<file path="config.mk">
export PLATFORM = sky130hd
export DESIGN_NAME = gat_run_ctrl_flat
export DESIGN_NICKNAME = d
export VERILOG_FILES = /design/src/rtl/gat_ctrl_pkg.sv /design/src/rtl/gat_run_ctrl_if.sv /design/src/rtl/gat_ld_flag.sv /design/src/rtl/gat_run_ctrl.sv /design/src/flat_wrapper.sv
export SDC_FILE = /design/constraint.sdc
export NUM_CORES = 1
export LEC_CHECK = 0
export ABC_AREA = 1
export CAP_MARGIN = 0
export CORE_MARGIN = 2
export CORE_UTILIZATION = 40
export CTS_CLUSTER_SIZE = 25
export DETAILED_ROUTE_END_ITERATION = 12
export PLACE_DENSITY = 0.65
export SETUP_SLACK_MARGIN = 0.4
export SYNTH_ARGS = -nofsm -noshare
export SYNTH_HDL_FRONTEND = slang
export SYNTH_SLANG_ARGS = --single-unit
</file>
<file path="constraint.sdc">
create_clock -name clk -period 4.7 [get_ports clk]
set_input_delay 0.94 -clock clk [delete_from_list [all_inputs] [get_ports clk]]
set_output_delay 0.94 -clock clk [all_outputs]
set_load 0.05 [all_outputs]
</file>
<file path="src/rtl/gat_ctrl_pkg.sv">
// Shared types and constants for the GAT run sequencer: FSM encoding,
// debug word field offsets and counter widths.
package gat_ctrl_pkg;

  typedef enum logic [2:0] {
    ST_IDLE  = 3'd0,
    ST_START = 3'd1,
    ST_RUN   = 3'd2,
    ST_DONE  = 3'd3,
    ST_ABORT = 3'd4
  } gat_state_e;

  localparam int unsigned RUN_CNT_W = 8;
  localparam int unsigned TO_CNT_W  = 8;
  localparam int unsigned CYC_CNT_W = 32;

  localparam int unsigned DBG2_STATE_LSB = 0;
  localparam int unsigned DBG2_LAYER_BIT = 3;
  localparam int unsigned DBG2_FLAG_LSB  = 4;
  localparam int unsigned DBG2_RUN_LSB   = 8;
  localparam int unsigned DBG2_TO_LSB    = 16;

  // Flag vector order is {fw, fn, fh}; layer 2 builds its H on-chip.
  function automatic logic [2:0] required_mask(input logic layer);
    if (layer) begin
      required_mask = 3'b100;
    end else begin
      required_mask = 3'b111;
    end
  endfunction

endpackage

</file>
<file path="src/rtl/gat_run_ctrl_if.sv">
// Start/abort/done handshake between the run sequencer (master) and the GAT core (slave).
interface gat_run_ctrl_if;
  logic core_start;
  logic core_layer;
  logic core_abort;
  logic core_done;

  modport master (output core_start, output core_layer, output core_abort, input core_done);
  modport slave  (input core_start, input core_layer, input core_abort, output core_done);
endinterface

</file>
<file path="src/rtl/gat_ld_flag.sv">
// Sticky load-done flag: a rising edge of the load level sets it, clr drops it,
// and an edge landing in the same cycle as clr keeps it set.
module gat_ld_flag (
  input  logic clk,
  input  logic rst_n,
  input  logic ld_in,
  input  logic clr,
  output logic flag
);

  logic ld_q;
  logic ld_d;
  logic flag_q;
  logic flag_d;

  always_comb begin
    ld_d   = ld_in;
    flag_d = (ld_in & ~ld_q) | (flag_q & ~clr);
  end

  always_ff @(posedge clk or negedge rst_n) begin
    if (!rst_n) begin
      ld_q   <= 1'b0;
      flag_q <= 1'b0;
    end else begin
      ld_q   <= ld_d;
      flag_q <= flag_d;
    end
  end

  assign flag = flag_q;

endmodule

</file>
<file path="src/rtl/gat_run_ctrl.sv">
// GAT run sequencer: gathers BRAM load completions, fires the core for the
// selected layer, times the run with a watchdog and packs status for the register bank.
module gat_run_ctrl
  import gat_ctrl_pkg::*;
#(
  parameter int unsigned TOP_WIDTH      = 32,
  parameter int unsigned TIMEOUT_CYCLES = 50_000_000
) (
  input  logic                 clk,
  input  logic                 rst_n,
  input  logic                 gat_layer,
  input  logic                 h_data_bram_load_done,
  input  logic                 h_node_info_bram_load_done,
  input  logic                 wgt_bram_load_done,
  gat_run_ctrl_if.master       core_if,
  output logic                 gat_ready,
  output logic [TOP_WIDTH-1:0] gat_debug_1,
  output logic [TOP_WIDTH-1:0] gat_debug_2,
  output logic [TOP_WIDTH-1:0] gat_debug_3
);

  localparam logic [CYC_CNT_W-1:0] TIMEOUT_VAL = CYC_CNT_W'(TIMEOUT_CYCLES);
  localparam logic [CYC_CNT_W-1:0] CYC_MAX     = {CYC_CNT_W{1'b1}};
  localparam logic [TO_CNT_W-1:0]  TO_MAX      = {TO_CNT_W{1'b1}};

  gat_state_e           state_q, state_d;
  logic                 layer_q, layer_d;
  logic                 start_q, start_d;
  logic                 abort_q, abort_d;
  logic                 ready_q, ready_d;
  logic [CYC_CNT_W-1:0] cnt_q, cnt_d;
  logic [CYC_CNT_W-1:0] dbg1_q, dbg1_d;
  logic [RUN_CNT_W-1:0] run_cnt_q, run_cnt_d;
  logic [TO_CNT_W-1:0]  to_cnt_q, to_cnt_d;

  logic [2:0]  flags_s;
  logic [2:0]  clr_s;
  logic [2:0]  need_s;
  logic [31:0] dbg2_s;

  // Only the flags the launching run consumed are dropped, during START.
  assign clr_s  = (state_q == ST_START) ? required_mask(layer_q) : 3'b000;
  assign need_s = required_mask(gat_layer);

  gat_ld_flag u_flag_h (
    .clk   (clk),
    .rst_n (rst_n),
    .ld_in (h_data_bram_load_done),
    .clr   (clr_s[0]),
    .flag  (flags_s[0])
  );

  gat_ld_flag u_flag_n (
    .clk   (clk),
    .rst_n (rst_n),
    .ld_in (h_node_info_bram_load_done),
    .clr   (clr_s[1]),
    .flag  (flags_s[1])
  );

  gat_ld_flag u_flag_w (
    .clk   (clk),
    .rst_n (rst_n),
    .ld_in (wgt_bram_load_done),
    .clr   (clr_s[2]),
    .flag  (flags_s[2])
  );

  always_comb begin
    state_d   = state_q;
    layer_d   = layer_q;
    cnt_d     = cnt_q;
    dbg1_d    = dbg1_q;
    run_cnt_d = run_cnt_q;
    to_cnt_d  = to_cnt_q;
    case (state_q)
      ST_IDLE: begin
        if ((flags_s & need_s) == need_s) begin
          state_d = ST_START;
          layer_d = gat_layer;
        end else begin
          state_d = ST_IDLE;
        end
      end
      ST_START: begin
        // Clear and first increment fold together so RUN cycle n reads n.
        cnt_d   = {{(CYC_CNT_W-1){1'b0}}, 1'b1};
        state_d = ST_RUN;
      end
      ST_RUN: begin
        if (core_if.core_done) begin
          state_d = ST_DONE;
        end else if ((TIMEOUT_CYCLES != 32'd0) && (cnt_q == TIMEOUT_VAL)) begin
          state_d = ST_ABORT;
        end else if (cnt_q != CYC_MAX) begin
          cnt_d = cnt_q + {{(CYC_CNT_W-1){1'b0}}, 1'b1};
        end else begin
          cnt_d = cnt_q;
        end
      end
      ST_DONE: begin
        dbg1_d    = cnt_q;
        run_cnt_d = run_cnt_q + {{(RUN_CNT_W-1){1'b0}}, 1'b1};
        state_d   = ST_IDLE;
      end
      ST_ABORT: begin
        if (to_cnt_q != TO_MAX) begin
          to_cnt_d = to_cnt_q + {{(TO_CNT_W-1){1'b0}}, 1'b1};
        end else begin
          to_cnt_d = to_cnt_q;
        end
        state_d = ST_IDLE;
      end
      default: begin
        state_d = ST_IDLE;
      end
    endcase
    // Pulses and ready are decoded from the next state so they line up with it.
    start_d = (state_d == ST_START);
    abort_d = (state_d == ST_ABORT);
    ready_d = (state_d == ST_IDLE);
  end

  always_ff @(posedge clk or negedge rst_n) begin
    if (!rst_n) begin
      state_q   <= ST_IDLE;
      layer_q   <= 1'b0;
      start_q   <= 1'b0;
      abort_q   <= 1'b0;
      ready_q   <= 1'b1;
      cnt_q     <= {CYC_CNT_W{1'b0}};
      dbg1_q    <= {CYC_CNT_W{1'b0}};
      run_cnt_q <= {RUN_CNT_W{1'b0}};
      to_cnt_q  <= {TO_CNT_W{1'b0}};
    end else begin
      state_q   <= state_d;
      layer_q   <= layer_d;
      start_q   <= start_d;
      abort_q   <= abort_d;
      ready_q   <= ready_d;
      cnt_q     <= cnt_d;
      dbg1_q    <= dbg1_d;
      run_cnt_q <= run_cnt_d;
      to_cnt_q  <= to_cnt_d;
    end
  end

  always_comb begin
    dbg2_s = 32'd0;
    dbg2_s[DBG2_STATE_LSB +: 3]        = state_q;
    dbg2_s[DBG2_LAYER_BIT]             = layer_q;
    dbg2_s[DBG2_FLAG_LSB +: 3]         = flags_s;
    dbg2_s[DBG2_RUN_LSB +: RUN_CNT_W]  = run_cnt_q;
    dbg2_s[DBG2_TO_LSB +: TO_CNT_W]    = to_cnt_q;
  end

  assign core_if.core_start = start_q;
  assign core_if.core_layer = layer_q;
  assign core_if.core_abort = abort_q;
  assign gat_ready          = ready_q;
  assign gat_debug_1        = TOP_WIDTH'(dbg1_q);
  assign gat_debug_2        = TOP_WIDTH'(dbg2_s);
  assign gat_debug_3        = TOP_WIDTH'(cnt_q);

endmodule

</file>
<file path="src/flat_wrapper.sv">
// flat-port wrapper written by rule: the top's interface ports become plain ports
module gat_run_ctrl_flat import gat_ctrl_pkg::*;
#(
  parameter int unsigned TOP_WIDTH      = 32,
  parameter int unsigned TIMEOUT_CYCLES = 50_000_000
)
  (clk, rst_n, gat_layer, h_data_bram_load_done, h_node_info_bram_load_done, wgt_bram_load_done, gat_ready, gat_debug_1, gat_debug_2, gat_debug_3, core_if_core_start, core_if_core_layer, core_if_core_abort, core_if_core_done);
  gat_run_ctrl_if core_if_i ();
  input  logic clk;
  input  logic rst_n;
  input  logic gat_layer;
  input  logic h_data_bram_load_done;
  input  logic h_node_info_bram_load_done;
  input  logic wgt_bram_load_done;
  output logic gat_ready;
  output logic [TOP_WIDTH-1:0] gat_debug_1;
  output logic [TOP_WIDTH-1:0] gat_debug_2;
  output logic [TOP_WIDTH-1:0] gat_debug_3;
  output wire logic [$bits(core_if_i.core_start)-1:0] core_if_core_start;
  output wire logic [$bits(core_if_i.core_layer)-1:0] core_if_core_layer;
  output wire logic [$bits(core_if_i.core_abort)-1:0] core_if_core_abort;
  input wire logic [$bits(core_if_i.core_done)-1:0] core_if_core_done;
  assign core_if_core_start = core_if_i.core_start;
  assign core_if_core_layer = core_if_i.core_layer;
  assign core_if_core_abort = core_if_i.core_abort;
  assign core_if_i.core_done = core_if_core_done;
  gat_run_ctrl #(.TOP_WIDTH(TOP_WIDTH), .TIMEOUT_CYCLES(TIMEOUT_CYCLES)) u_core (.clk(clk), .rst_n(rst_n), .gat_layer(gat_layer), .h_data_bram_load_done(h_data_bram_load_done), .h_node_info_bram_load_done(h_node_info_bram_load_done), .wgt_bram_load_done(wgt_bram_load_done), .core_if(core_if_i), .gat_ready(gat_ready), .gat_debug_1(gat_debug_1), .gat_debug_2(gat_debug_2), .gat_debug_3(gat_debug_3));
endmodule
</file>
== Yosys cells after proc, flatten, opt, wreduce, memory -nomap -nowiden ==
Cells that the tools add are included.

* Bits in registers: 93
* Bits of input ports: 7
* Output and inout port bits: 100
* Word-level logic and storage cells: 64

* Add/sub/neg operators: 3
* Equality and inequality tests: 13
* Muxes and demuxes: 11
* Bitwise logic cells: 16
* Reductions and logical operators: 6

{| class="wikitable"
|+ Operator list
! kind !! number
|-
| $mux W32 || 3
|-
| $pmux W32 S2 || 1
|-
| $add A32 B1 Y32 const B || 1
|-
| $eq A32 B26 Y1 const B || 1
|-
| $ne A32 B32 Y1 const B || 1
|-
| $add A8 B1 Y8 const B || 2
|-
| $mux W3 || 3
|-
| $pmux W3 S3 || 1
|-
| $ne A8 B8 Y1 const B || 1
|-
| $and A1 B1 Y1 || 6
|-
| $eq A3 B1 Y1 const B || 2
|-
| $eq A3 B2 Y1 const B || 2
|-
| $eq A3 B3 Y1 const B || 2
|-
| $logic_not A3 Y1 || 2
|-
| $not A1 Y1 || 6
|-
| $mux W2 || 2
|-
| $ne A2 B2 Y1 const B || 2
|-
| $reduce_and A2 Y1 || 2
|-
| $reduce_and A4 Y1 || 1
|-
| $and A3 B3 Y3 || 1
|-
| $eq A3 B3 Y1 || 1
|-
| $or A1 B1 Y1 || 3
|-
| $ne A2 B1 Y1 const B || 1
|-
| $reduce_bool A2 Y1 || 1
|-
| $mux W1 || 1
|}

== Longest topological paths before layout ==
Gate-level depths: netlist of run 1.

* Depth after elaboration: 6
* Depth in mapped cells: 13
* Mapped depth without buffers: 12

== By module ==
Synthesis of run 1 repeated with hierarchy kept, for this count alone.

* Cell total of the unflattened synthesis: 701
* Area, all modules: 5097.4 µm²

{| class="wikitable"
|+ Modules (own cells, without submodules)
! module !! times used !! cells each !! area an instance (µm²) !! seq. area each (µm²)
|-
| gat_run_ctrl || 1 || 680 || 4890.9 || 2178.3
|-
| gat_ld_flag || 3 || 7 || 68.8 || 50.0
|}

== Worst setup path before layout of run 1 ==
Ideal clock, no wire load.

* Path kind: register -> register
* Start: register u_core.cnt_q[0], in the netlist u_core.gat_debug_3[0]
* End: register u_core.cnt_q[1], in the netlist u_core.gat_debug_3[1]
* Library setup time: 0.120 ns
* Arrival time: 2.014 ns
* Required time: 4.580 ns
* Path slack: 2.566 ns
* Stages on the path, launching flop included: 12
* Path buffers: 1
* Clock period less this slack: 2.134 ns
* Cells stage by stage: dfrtp_1 -> ha_1 -> nand2_1 -> nor2_2 -> nand2_4 -> nor2_8 -> nand3_2 -> nand2_2 -> inv_4 -> buf_2 -> nand3b_1 -> nand2_1

* Word-level cells in the longest chain between the ends: 5
* Elaborated cells on any way between the ends: 10
* Classes of those cells: add/sub (1); eq/ne (4); mux (4); reduce/logical (1)

{| class="wikitable"
|+ RTL lines
! what !! line !! text
|-
| start, declared || gat_run_ctrl.sv:31 || <nowiki>logic [CYC_CNT_W-1:0] cnt_q, cnt_d;</nowiki>
|-
| start signal, assigned || gat_run_ctrl.sv:131 || <nowiki>cnt_q <= {CYC_CNT_W{1'b0}};</nowiki>
|-
| start signal, assigned || gat_run_ctrl.sv:141 || <nowiki>cnt_q <= cnt_d;</nowiki>
|-
| $add A32 B1 Y32 || gat_run_ctrl.sv:96 || <nowiki>cnt_d = cnt_q + {{(CYC_CNT_W-1){1'b0}}, 1'b1};</nowiki>
|-
| $mux W32 || gat_run_ctrl.sv:95 || <nowiki>end else if (cnt_q != CYC_MAX) begin</nowiki>
|-
| $mux W32 || gat_run_ctrl.sv:93 || <nowiki>end else if ((TIMEOUT_CYCLES != 32'd0) && (cnt_q == TIMEOUT_VAL)) begin</nowiki>
|-
| $mux W32 || gat_run_ctrl.sv:91 || <nowiki>if (core_if.core_done) begin</nowiki>
|-
| $pmux W32 S2 || gat_run_ctrl.sv:76 || <nowiki>case (state_q)</nowiki>
|}

Parallel ways exist; a longest one is shown, timed or not. The select of a mux whose other input is x is not followed.
A chain may end at the register's enable or synchronous reset.

== Worst setup path in the final report of run 1 ==
* Start: register u_core.cnt_q[28], in the netlist u_core.gat_debug_3[28]
* End: output gat_debug_3[28]

{| class="wikitable"
|+ RTL lines
! what !! line !! text
|-
| end, declared || flat_wrapper.sv:18 || <nowiki>output logic [TOP_WIDTH-1:0] gat_debug_3;</nowiki>
|}

No word-level cell between the ends.

==> key figures, run 1 <==
Run status
  • Status: finished, final reports clean

Clocking
  • CTS tree: done
  • Clk pin slew, worst setup/hold paths: about 70 ps
  • CTS sink cnt: 93
  • CTS root buffer: clkbuf_16
  • Cts hold-fix bufs: 0
  • Worst-Skew Late Latency: ~350 ps
  • Num CTS Buffers: 9
  • Htree depth: 3
  • Clock Path Buffers: 2
  • Resized cells post-CTS: 0
  • Total setup buffers inserted after CTS: 0

Setup path
  • Top fanout value on the critical path: 7
  • CP startpoint kind: flip-flop
  • CP Cell Sequence: clkdlybuf4s50_1
  • CP top delay family: buffers and inverters
  • Buf/Inv on CP: 1
  • Worst Path Required: roughly 3800 ps
  • Crit path kind: flip-flop to primary output
  • Data arrival, critical path: between 1500 and 2000 ps
  • Worst path slowest cell: clkdlybuf4s50_1
  • CP endpoint kind: primary output
  • Slowest stage delay, CP: about 860 ps

Synth
  • Post-synth EDFFs: 0
  • Synth Register Bits: 93
  • Distinct cells, synth: 32
  • Synth async-reset ratio: between 90% and 100%
  • Synth Cell Area: a little under 5000 sq um
  • Register area share after synthesis: 47.4%
  • Yosys warns: 0
  • Cells after Synth: ~670
  • Synth Flop Type: dfrtp_1
  • Mean Syn Cell Area: approximately 7.4 sq um

Finish
  • # diodes: 0
  • Total Nets Final: 765
  • Ratio of cells with drive above 1 in the final layout: approximately 5.1%
  • Post-route insts no fill: between 900 and 1,000
  • Area grow syn2layout: 26.6%
  • FILL cells: around 1,200
  • Sequential cell area: about 2300 sq um
  • Area of the multi-input gates: 2200 sq um

Floorplan
  • Core Region: approximately 12,000 sq um
  • Die area: approximately 13,000 sq um
  • Initial core utilization: just over 40%
  • Core Rows: 40
  • Number of placed I/O pins: 107
  • Die Height: between 100 and 150 um
  • Die Span X: between 100 and 150 um

Routing
  • Remaining DRCs: 0
  • Met3 wire len: 674 um
  • Avg WL per Cell: between 10 and 15 um
  • Met2 WL: 5850 um
  • DR pass1 iterations: 4
  • WL met1: 5970 um
  • Post-DRT Antenna Nets: 0
  • Mean number of vias per cell: 4.90
  • Final WL: approximately 13,000 um
  • Top sig layer: met4
  • Initial DRC Count: approximately 260
  • Via count: around 4,400

Global routing
  • Gr ovfl total: 0
  • Overall Global Routing Usage: 20.4%
  • Largest net degree at the start of global routing: between 60 and 70
  • First-pass GRT wire length: between 20,000 and 25,000 um
  • Initial antenna violation count: 0
  • Vias in the first global route: about 4,200

Placement
  • GPL Wtd Cong: 0.944
  • Final HPWL from detailed placement: roughly 9400 um
  • IO buf count: 97
  • Placed cell count: just under 900

STA
  • Worst Skew: roughly 9.4 ps
  • Worst-margin pin slew: 991 ps
  • Final number of setup-violating endpoints: 0
  • Worst relative slew slack: roughly a third
  • Fin. Hold Viols: 0
  • Minimum clock period after layout: 2660 ps
  • Final Max Slew Viols: 0
  • Hold Slack: between 400 and 500 ps
  • Final TNS setup: 0 ps
  • RSZ-0062 raised after global routing: false
  • Fin crit share: a little under three fifths
  • Fmax: approximately 380 MHz

Power
  • Pwr Total: around 2600 uW
  • LEAKAGE: 0.00283 uW
  • PwrDens: roughly 420 nW/um^2
  • Worst VDD drop: ~210 uV

Hold path
  • Min-delay worst type: flip-flop to flip-flop

Flow run
  • Max Cap Viol: 0
[routing by layer]
metal	vias to the layer above	global-route usage (%)
li1	2226	-
met1	2077	28.7
met2	117	31.8
met3	16	4.53
met4	0	6.02
met5	-	0
[registers in the layout (all words and copies together) (netlist names), 3 cells and up]
| register | cells |
|---|---|
| u_core.gat_debug_1 | 32 |
| u_core.state_q | 3 |
| u_core.gat_debug_3 | 32 |
| u_core.to_cnt_q | 8 |
| u_core.run_cnt_q | 8 |
[stage by stage]
stage | util (%) | instance area [sq um] | setup WS [ps]
4_1_cts | 51.7 | 6210 | 2030
3_5_place_dp | 49.3 | 5930 | 2200
5_1_grt | 51.7 | 6210 | 1990
6_report | 51.7 | 6210 | 2040
3_3_place_gp | 49.3 | 5930 | 2250
2_1_floorplan | - | 4940 | 2570
[area by class of cell]
cell class                      count  area share [%]
Tap cell                          147            2.96
Timing Repair Buffer               99            15.8
Sequential cell                    93            37.5
Multi-Input combinational cell    490            35.4
Inverter                           61            3.72
Clock buffer                       11            4.07
Clock inverter                      5           0.564
[placed cells by master (no fill, tap or decap), drive strengths merged]
cell	count
nor2	80
xnor2	6
inv	61
a21oi	10
nand2	265
conb	9
o21ai	41
o22ai	2
nor3	7
ha	4
and2	1
clkinvlp	1
nand3	46
xor2	12
clkinv	4
nand3b	1
clkdlybuf4s50	96
dfstp	1
dfrtp	92
buf	3
nand4	5
and3	1
clkbuf	11
[where the power goes]
| group | leakage (uW) | total [uW] | switching (uW) | internal, uW |
|---|---|---|---|---|
| Sequential | 0.00126 | 954 | 75.9 | 878 |
| Combinational | 0.00143 | 961 | 722 | 239 |
| Clock | 0.000141 | 702 | 315 | 388 |
[synth_stat cells (2+ instances only)]
cell type | number | area share [%]
o22ai_1 | 2 | 0.25
buf_2 | 3 | 0.31
inv_2 | 4 | 0.31
ha_1 | 4 | 1.0
nand2_2 | 3 | 0.38
xnor2_1 | 6 | 1.1
nand3_1 | 45 | 4.6
buf_1 | 2 | 0.15
a21oi_1 | 9 | 0.92
nand2_1 | 259 | 20
nor3_1 | 7 | 0.71
dfrtp_1 | 92 | 47
buf_4 | 13 | 2.0
xor2_1 | 12 | 2.1
nor2_2 | 4 | 0.51
buf_6 | 3 | 0.69
inv_1 | 56 | 4.3
nand4_1 | 5 | 0.64
nand2_4 | 2 | 0.46
nor2_1 | 75 | 5.7
o21ai_0 | 41 | 4.2
clkbuf_1 | 8 | 0.61
[worst register-to-register path: stages (launching register included)]
cell and delay (ps):
dfrtp_1 500, inv_1 100, ha_1 200, nand2_1 60, nor2_1 60, nand2_1 50, nor2_1 40, nand2_1 130
nand2_2 110, a21oi_2 680, nand2_1 120, nand2_1 90
[worst paths after layout]
check                                                         from                                  end  slack, ps  cells after the start
min in group asynchronous                                    rst_n       u_core.to_cnt_q[3]$_DFFE_PN0P_        640                      1
worst max-delay path            u_core.gat_debug_3[28]$_DFFE_PN0P_                      gat_debug_3[28]       2040                      1
worst min-delay path                u_core.u_flag_w.ld_q$_DFF_PN0_       u_core.u_flag_w.flag$_DFF_PN0_        420                      1
worst max register to register   u_core.gat_debug_3[0]$_DFFE_PN0P_   u_core.gat_debug_3[13]$_DFFE_PN0P_       2480                     11
max in group asynchronous                                    rst_n  u_core.core_if.core_start$_DFF_PN0_       3060                      2
worst min register to register      u_core.u_flag_w.ld_q$_DFF_PN0_       u_core.u_flag_w.flag$_DFF_PN0_        420                      1
[kinds of logic after synthesis]
family / count (synthesis) / synth area share [%]
simple gates: 406 / 34.3
flops: 93 / 47.4
buf+inv: 90 / 8.46
compound gates: 53 / 5.53
xor+xnor: 18 / 3.21
fa+ha+maj: 4 / 1.02
other cells: 1 / 0.0764
(Power assumes the default switching activity.)
==> run 2: changes to the inputs <==
==> constraint.sdc (replaced) <==
create_clock -name clk -period 2.7 [get_ports clk]
set_input_delay 0.54 -clock clk [delete_from_list [all_inputs] [get_ports clk]]
set_output_delay 0.54 -clock clk [all_outputs]
set_load 0.05 [all_outputs]
==> run 2 against run 1 <==
Against the previous run:
- utilization up 0.17 points
- via count rose by 1.1%
- final cell count rose by 0.33%
- flip-flop and latch count stayed put
- first-iteration DRC count increased by 24%
- die area did not move
- sequential power grew 74%
- total power rose by 76%
- hold slack worse by 240 ps
- critical path depth unchanged
- largest power group unchanged
==> key figures, run 2 (same netlist as run 1, synthesis figures left out) <==
Floorplan
  • Core Region: 12,000 sq um
  • Initial core utilization: between 40% and 50%
  • Core Rows: 40
  • Number of placed I/O pins: between 100 and 150
  • Die area: ~13,000 sq um
  • Die Height: between 100 and 150 um
  • Die Span X: about 110 um

Placement
  • Final HPWL from detailed placement: roughly 9800 um
  • GPL Wtd Cong: 0.969
  • Pre-CTS WS: just over 700 ps
  • Placed instance area: 5950 sq um
  • IO buf count: slightly below 100

Routing
  • Post-DRT Antenna Nets: 0
  • Final WL: between 10,000 and 15,000 um
  • Avg WL per Cell: 14.5 um
  • DR pass1 iterations: 6
  • Remaining DRCs: 0
  • Mean number of vias per cell: just under 5
  • Initial DRC Count: 315
  • Via count: between 4,000 and 5,000

Finish
  • Commonest non-fill, non-tap cell in the layout: nand2_1
  • Ratio of cells with drive above 1 in the final layout: approximately 5.2%
  • Total Nets Final: roughly 770
  • Commonest cells after routing, fill and taps aside: 259 x nand2_1, 96 x clkdlybuf4s50_1, 92 x dfrtp_1
  • Finished Cell Area: 6230 sq um
  • Area grow syn2layout: 27.0%
  • Fin util: 51.9%
  • # diodes: 0

Setup path
  • Worst Path Required: 2160 ps
  • CP startpoint kind: flip-flop
  • Crit. path cell count: 1
  • CP Cell Sequence: clkdlybuf4s50_1
  • Slowest stage delay, CP: around 860 ps
  • Buf/Inv on CP: 1
  • Data arrival, critical path: between 1500 and 2000 ps
  • FF-to-FF path depth: 11
  • Worst path slowest cell: clkdlybuf4s50_1
  • CP top delay family: buffers and inverters
  • Top fanout value on the critical path: 7
  • Crit path kind: flip-flop to primary output
  • CP endpoint kind: primary output

Hold path
  • Min-delay worst type: input port to async pin

Clocking
  • Resized cells post-CTS: 0
  • CTS root buffer: clkbuf_16
  • CTS tree: done
  • Clock Path Buffers: 2
  • Cts hold-fix bufs: 0
  • Htree depth: 3
  • Worst-Skew Late Latency: roughly 350 ps
  • Total setup buffers inserted after CTS: 0
  • CTS sink cnt: 93
  • Clk pin slew, worst setup/hold paths: around 60 ps
  • Num CTS Buffers: 9

Power
  • LEAKAGE: about 0.0028 uW
  • PwrDens: 738 nW/um^2
  • Internal: between 2000 and 3000 uW
  • Psw: 1930 uW
  • Clock power frac: 26.8%
  • Worst VDD drop: 357 uV
  • Sw Share: between 40% and 50%
  • Seq pwr share: between 30% and 40%
  • Comb power frac: between 30% and 40%

Flow run
  • Max Cap Viol: 0

STA
  • Hold Slack: between 150 and 200 ps
  • Final WS setup: 460 ps
  • Final TNS setup: 0 ps
  • Final number of setup-violating endpoints: 0
  • Worst relative slew slack: 28.4%
  • RSZ-0062 raised after global routing: false
  • Worst Skew: 6.45 ps
  • Fmax: approximately 450 MHz
  • Fin crit share: between 80 and 90%
  • Final Max Slew Viols: 0
  • Minimum clock period after layout: 2240 ps
  • Worst-margin pin slew: approximately 1100 ps
  • Fin. Hold Viols: 0

Run status
  • Status: finished, final reports clean

Global routing
  • Overall Global Routing Usage: about a fifth
  • Initial antenna violation count: 0
  • Vias in the first global route: ~4,400
  • Largest net degree at the start of global routing: 65
  • Gr ovfl total: 0
  • First-pass GRT wire length: 22,000 um
## run 2: changes by cell type in the layout (fill, tap and decap cells not counted)
cell,previous run,this run
clkinv_2,2,3
buf_4,3,6
bufinv_16,0,1
clkinv_4,2,0
clkbuf_8,2,0
clkbuf_1,0,2
## run 2: power groups by stage
stage                     Combinational (uW)  Sequential (uW)  Clock, uW
after floorplan                          928             2040          0
after global placement                  1690             1680          0
after detailed placement                1710             1680          0
after CTS                               1720             1660       1270
after global routing                    1860             1680       1330
final                                   1710             1660       1230
## run 2: cell type report
class                   instances  area [sq um]
flip-flops and latches         93          2330
well taps                     147           184
inverters                      61           231
multi-input cells             490          2200
fillers                      1224          5780
repair buffers                102          1010
clock buffers                  11           233
clock inverters                 5          52.6
## run 2: path summary, 6_finish.rpt
kind / to / from / slack (ps)
worst max-delay path: gat_debug_3[28] / u_core.gat_debug_3[28]$_DFFE_PN0P_ / 460
worst min-delay path: u_core.to_cnt_q[2]$_DFFE_PN0P_ / rst_n / 180
worst max register to register: u_core.gat_debug_3[21]$_DFFE_PN0P_ / u_core.gat_debug_3[0]$_DFFE_PN0P_ / 670
worst min register to register: u_core.u_flag_w.flag$_DFF_PN0_ / u_core.u_flag_w.ld_q$_DFF_PN0_ / 430
max in group asynchronous: u_core.gat_debug_1[21]$_DFFE_PN0N_ / rst_n / 1850
min in group clk: u_core.u_flag_w.flag$_DFF_PN0_ / u_core.u_flag_w.ld_q$_DFF_PN0_ / 430
## run 2: metrics by stage
stage,total power (uW),instances
floorplan,2970,673
global placement,3370,893
detailed placement,3400,893
CTS,4650,909
global route,4870,909
finish,4600,909
## run 2: per-layer routing
layer	global-route usage [%]	share of wire (%)
met3	3.22	4.2
met5	0	0
met1	28.4	46
met2	34.9	47
met4	9.16	2.2
